`src/rtl/bvudiv_bvslt_eval.sv`:
```
// Sequential restoring divider (one quotient bit per cycle) feeding a registered
// signed less-than predicate. Optional remainder output under BVUDIV_REM_OUT_EN.
module bvudiv_bvslt_eval #(
  parameter int W = 4
) (
  input  logic         clk,
  input  logic         rst_n,
  input  logic         in_valid,
  output logic         in_ready,
  input  logic [W-1:0] a,
  input  logic [W-1:0] b,
  input  logic [W-1:0] c,
  output logic         out_valid,
  input  logic         out_ready,
  output logic [W-1:0] q,
  output logic         lt,
  output logic         busy
`ifdef BVUDIV_REM_OUT_EN
  ,output logic [W-1:0] r
`endif
);

  localparam int CW = (W > 2) ? $clog2(W) : 1;

  typedef enum logic [1:0] {IDLE, DIV, DONE} state_e;

  state_e        state_q, state_d;
  logic [W-1:0]  a_q, b_q, c_q, rem_q;
  logic [W-2:0]  quo_q;
  logic [CW-1:0] cnt_q;
  logic [W-1:0]  q_q;
  logic          lt_q;
`ifdef BVUDIV_REM_OUT_EN
  logic [W-1:0]  r_q;
`endif

  // b == 0 needs no special path: every compare succeeds, quotient bits all
  // set and nothing is subtracted, so the remainder ends up equal to a.
  logic [W:0]   rem_sh;
  logic         ge;
  logic [W-1:0] rem_nx, quo_nx;
  logic         lt_nx;

  always_comb begin
    rem_sh = {rem_q, a_q[W-1]};
    ge     = rem_sh >= {1'b0, b_q};
    rem_nx = ge ? (rem_sh[W-1:0] - b_q) : rem_sh[W-1:0];
    quo_nx = {quo_q, ge};
    lt_nx  = $signed(quo_nx) < $signed(c_q);
  end

  always_comb begin
    state_d = state_q;
    case (state_q)
      IDLE:    if (in_valid)      state_d = DIV;
      DIV:     if (cnt_q == '0)   state_d = DONE;
      DONE:    if (out_ready)     state_d = IDLE;
      default:                    state_d = IDLE;
    endcase
  end

  always_ff @(posedge clk or negedge rst_n) begin
    if (!rst_n) state_q <= IDLE;
    else        state_q <= state_d;
  end

  always_ff @(posedge clk or negedge rst_n) begin
    if (!rst_n) begin
      a_q   <= '0;
      b_q   <= '0;
      c_q   <= '0;
      rem_q <= '0;
      quo_q <= '0;
      cnt_q <= '0;
      q_q   <= '0;
      lt_q  <= 1'b0;
`ifdef BVUDIV_REM_OUT_EN
      r_q   <= '0;
`endif
    end else begin
      case (state_q)
        IDLE: if (in_valid) begin
          a_q   <= a;
          b_q   <= b;
          c_q   <= c;
          rem_q <= '0;
          quo_q <= '0;
          cnt_q <= CW'(W-1);
        end
        DIV: begin
          a_q   <= {a_q[W-2:0], 1'b0};
          rem_q <= rem_nx;
          quo_q <= quo_nx[W-2:0];
          cnt_q <= cnt_q - 1'b1;
          if (cnt_q == '0) begin
            q_q  <= quo_nx;
            lt_q <= lt_nx;
`ifdef BVUDIV_REM_OUT_EN
            r_q  <= rem_nx;
`endif
          end
        end
        default: ;
      endcase
    end
  end

  assign in_ready  = (state_q == IDLE);
  assign out_valid = (state_q == DONE);
  assign busy      = (state_q != IDLE);
  assign q         = q_q;
  assign lt        = lt_q;
`ifdef BVUDIV_REM_OUT_EN
  assign r         = r_q;
`endif

endmodule

```
`config.mk`:
```
export PLATFORM = sky130hd
export DESIGN_NAME = bvudiv_bvslt_eval
export DESIGN_NICKNAME = d
export VERILOG_FILES = /design/src/rtl/bvudiv_bvslt_eval.sv
export SDC_FILE = /design/constraint.sdc
export NUM_CORES = 1
export LEC_CHECK = 0
export BUFFER_PORTS_ARGS = -buffer_cell sky130_fd_sc_hd__buf_2
export CAP_MARGIN = 25
export CORE_ASPECT_RATIO = 1.75
export CORE_MARGIN = 5
export CORE_UTILIZATION = 35
export DETAILED_ROUTE_END_ITERATION = 10
export GPL_TIMING_DRIVEN = 0
export PLACE_DENSITY = 0.61
export SYNTH_ARGS = -nofsm -noshare
export SYNTH_HDL_FRONTEND = slang
export SYNTH_SLANG_ARGS = --single-unit
export TNS_END_PERCENT = 10
```
`constraint.sdc`:
```
create_clock -name clk -period 1.9 [get_ports clk]
set_input_delay 0.095 -clock clk [delete_from_list [all_inputs] [get_ports clk]]
set_output_delay 0.095 -clock clk [all_outputs]
set_load 0.02 [all_outputs]
```
Word-level counts from Yosys, hierarchy flattened
Cells that the tools add are included.

Add/subtract/negate cells: 2. Order comparisons: 2. Eq/ne operators: 5. Muxes and demuxes: 13. Reductions and logical operators: 8.

Operators by type and width (count): one-hot mux 4 bit (2 select lines) (2); 2-to-1 mux 4 bit (3); 2-to-1 mux 2 bit (4); one-hot mux 2 bit (3 select lines) (1); one-hot mux 3 bit (2 select lines) (1); AND reduction 2 bit (3); greater-or-equal comparator 5 x 4 -> 1 bit (1); zero test 2 bit (2); less-than comparator 4 bit (1); != test 2 bit, second input constant (2); one-hot mux 2 bit (2 select lines) (1); nonzero test 2 bit (2); subtractor 4 bit (1); 2-to-1 mux 3 bit (1); AND reduction 3 bit (1); equality test 2 x 1 -> 1 bit, second input constant (1); equality test 2 bit, second input constant (1); != test 2 x 1 -> 1 bit, second input constant (1); subtractor 2 x 1 -> 2 bit, second input constant (1).

Bits in registers: 28. Input port bits: 16. Output and inout port bits: 8. Word-level logic and storage cells: 39.

Logic depth before layout (Yosys ltp)
Word-level depth: 3. Mapped depth: 7. Depth with buffers taken out: 7.

Least setup slack after synthesis
Ideal clock, no wire load.

Kind: register -> register. Start: register rem_q[1]. End: register rem_q[2]. Library setup time: 125 ps. Data arrival time: 1499 ps. Data required time: 1775 ps. Path slack: 277 ps. Stages on the path, launching flop included: 6. Path buffers: 0. Clock period less this slack: 1623 ps. Cells stage by stage: dfrtp_1 ha_1 or2_1 a211o_1 a21oi_1 o31ai_2.

Word-level cells in the longest chain between the ends: 3. Elaborated cells on any way between the ends: 4. Classes of those cells: add/sub: 1; order compare: 1; mux: 2.

Ends and longest elaborated chain: from (decl) (RTL line 28) `logic [W-1:0] a_q, b_q, c_q, rem_q;`; from (signal assigned) (RTL line 92) `rem_q <= rem_nx;`; subtractor 4 bit or greater-or-equal comparator 5 x 4 -> 1 bit (tied branches) (RTL line 47, 46); 2-to-1 mux 4 bit * (RTL line 47) `rem_nx = ge ? (rem_sh[W-1:0] - b_q) : rem_sh[W-1:0];`; one-hot mux 4 bit (2 select lines) * (RTL line 81) `case (state_q)`.

Every way passes the cells marked *; elsewhere a longest branch is shown, timed or not. A chain may end at the register's enable or synchronous reset.

Worst setup path in the final report
Ends and elaborated chain as after synthesis.

==> impl_results.md <==
- Finished Layout Cells: 224
- Pwr Density: 1890 nW/um^2
- Yosys Warn Count: 0
- Sum of negative setup slack: 0 ns
- Status: finished, violations left
- Clock buffer depth: 2
- WP data required: 2.06 ns
- Mapped Cells: 148
- Syn Nets: 173
- Initial Util: 0.363
- Worst path cell trace: ha_1, or2_1, a211o_1, a21oi_1, o31ai_2
- Number of DRC markers in iteration 0: 36
- Top-area cell type share of the netlist area: 0.489
- Post-DRT Antenna Nets: 0
- Io pins: 24
- Failing checks: negative hold slack
- DP Wirelength: 2570 um
- Clk sinks: 28
- DP Cell Count: 219
- Post-Syn Area: 1430 um^2
- Drt drc: 0
- H-tree Lvls: 1
- Largest net degree at the start of global routing: 29
- Max-cap violations: 0
- Number of global-route vias before repair: 1263
- CTS root buf: clkbuf_8
- Clk_lat worst skew: 0.27 ns
- Post-route design area: 1690 um^2
- Final setup violation count: 0
- CTS tree: done
- DR vias: 1169
- CP max FO: 4
- Place WS: 0.0986 ns
- Share of cells above drive strength 1: 0.216
- Slew HR: 0.575
- Worst setup path class: reg2reg
- First-pass GRT wire length: 5740 um
- CP startpoint kind: register
- Fin crit period: 1.77 ns
- Port bufs: 23
- Fmax: 563 MHz
- Routability congestion estimate: 0.854
- # nets final: 202
- Total gr overflow: 0
- Total CTS buffers: 3
- Routed Wire Length: 3260 um
- Gr usage total: 0.132
- Post-DP Area: 1610 um^2
- Core area: 3940 um^2
- Final hold vios: 1
- Commonest non-fill, non-tap cell in the layout: dfrtp_1
- Initial antenna violation count: 0
- Mapped Avg Cell Area: 9.68 um^2
- Worst hold slack: -0.0000628 ns
- Multi-input gate area: 678 um^2
- Vias per Instance: 5.22
- Sequential element share of the synthesized area: 0.489
- Sequential Area: 701 um^2
- Core Rows: 30
- Number of synthesized register bits: 28
- Dominant cells by area after synthesis: dfrtp_1 49%, nand2_1 7.1%, ha_1 7.0%, o21ai_0 4.9%, inv_1 3.4%
- Slew @ Worst Pin: 0.637 ns
- Power Total: 3180 uW
- Maximum VDD drop: 0.000912 V
- Area added between synthesis and finish: 17.7%
- CP max stage delay: 0.42 ns
- Final slew viol count: 0
- Die height: 94.6 um
- Number of distinct library cells after synthesis: 35
- CP endpoint kind: register
- Biggest area consumer among synthesized cells: dfrtp_1
- Drt first pass iters: 4
- WL/cell: 14.6 um
- Post-route clock period utilization: 0.934
- N_diodes: 0
- LEAKAGE: 0.000827 uW
- RSZ-0062 raised after global routing: false
- Slowest CP cell: dfrtp_1
- Layout fillers: 391
- Most frequent cells in the layout: 28 x dfrtp_1, 27 x nand2_1, 26 x buf_2
- WP data arrival: 1.94 ns
- Worst-path clk slew: 0.10 ns
- Die width: 58.4 um
- Final worst slack: 0.125 ns
- Die area: 5520 um^2
- Worst min-delay path class: in2reg
- Clk_skew: 0.00275 ns
cell usage after synthesis:
cell,n
dfrtp_1,28
nand2_1,27
o21ai_0,14
inv_1,13
nand3_1,9
ha_1,8
a21oi_1,5
o211ai_1,4
buf_2,3
mux2_2,3
nand2b_1,3
nor2_1,3
nor3_1,3
a22oi_1,2
nand3b_1,2
o21a_1,2
a211o_1,1
a211oi_2,1
a221o_1,1
and2b_1,1
clkbuf_1,1
fa_1,1
nand4_1,1
nor2b_1,1
nor2b_4,1
nor3b_2,1
nor4_1,1
o2111ai_1,1
o21ai_1,1
o31ai_1,1
o31ai_2,1
or2_1,1
or4_1,1
xnor2_1,1
xor2_1,1
registers in the layout, indices dropped and copies added (netlist names):
register	cells
lt	1
a_q	4
q	4
quo_q	3
rem_q	4
b_q	4
cnt_q	2
c_q	4
state_q	2
per-stage QoR:
stage / utilization / hold slack (ns)
after floorplan: - / -0.201
after global placement: 0.408 / 0.140
after detailed placement: 0.408 / 0.154
after CTS: 0.424 / 0.00276
after global routing: 0.428 / 0.0106
final: 0.428 / -0.0000628
worst max-delay path: cells and delay by family (launching register included):
kind / cells / cell delay [ns]
AO/OA/AOI/OAI: 3 / 0.64
adder cells (fa/ha/maj): 1 / 0.33
flip-flops: 1 / 0.42
AND/OR/NAND/NOR: 1 / 0.27
final timing paths:
check                                          start                      to  slack (ns)  cells after the start
worst max register to register  rem_q[1]$_DFFE_PN0P_    rem_q[2]$_DFFE_PN0P_        0.13                      5
min in group asynchronous                      rst_n      c_q[2]$_DFFE_PN0P_        0.37                      2
worst min register to register  cnt_q[0]$_DFFE_PN0P_    cnt_q[0]$_DFFE_PN0P_        0.49                      1
worst max-delay path            rem_q[1]$_DFFE_PN0P_    rem_q[2]$_DFFE_PN0P_        0.13                      5
worst min-delay path                       out_ready  state_q[1]$_DFFE_PN0P_    -0.00006                      2
max in group asynchronous                      rst_n    quo_q[0]$_DFFE_PN0P_        1.11                      2
cell type report:
class                           instances  share of cell area
Buffer                                  4              0.0111
Timing Repair Buffer                   24              0.0742
Tap cell                               48              0.0356
Sequential cell                        28               0.415
Inverter                               13              0.0289
Multi-Input combinational cell        103               0.402
Clock buffer                            4              0.0326
what timing repair did:
action | CTS | global route
setup buffers | 0 | 0
endpoints found under the hold margin | 28 | 0
endpoints found under the setup margin | 0 | 1
hold buffers | 1 | 0
gates resized for setup | 0 | 2
where the power goes:
part | internal (uW) | switching (uW)
sequential | 870 | 183
clock | 186 | 186
combinational | 704 | 1050
cell families (layout without fill, tap and decap cells):
kind of cell / Yosys count / after routing / synth area share
buffers and inverters: 17 / 45 / 0.0472
AO/OA/AOI/OAI: 34 / 34 / 0.154
flip-flops: 28 / 28 / 0.489
XOR/XNOR: 2 / 2 / 0.0122
multiplexers: 3 / 3 / 0.0236
AND/OR/NAND/NOR: 55 / 55 / 0.190
adder cells (fa/ha/maj): 9 / 9 / 0.0838
per-layer routing:
layer | vias to the layer above | track usage | routed length, um
met1 | 577 | 0.145 | 1240
met3 | 2 | 0.0137 | 71
met5 | - | 0 | 0
met2 | 22 | 0.249 | 1920
met4 | 0 | 0.0542 | 29
li1 | 568 | - | -
Note: power is estimated with default switching activity, not from simulation.
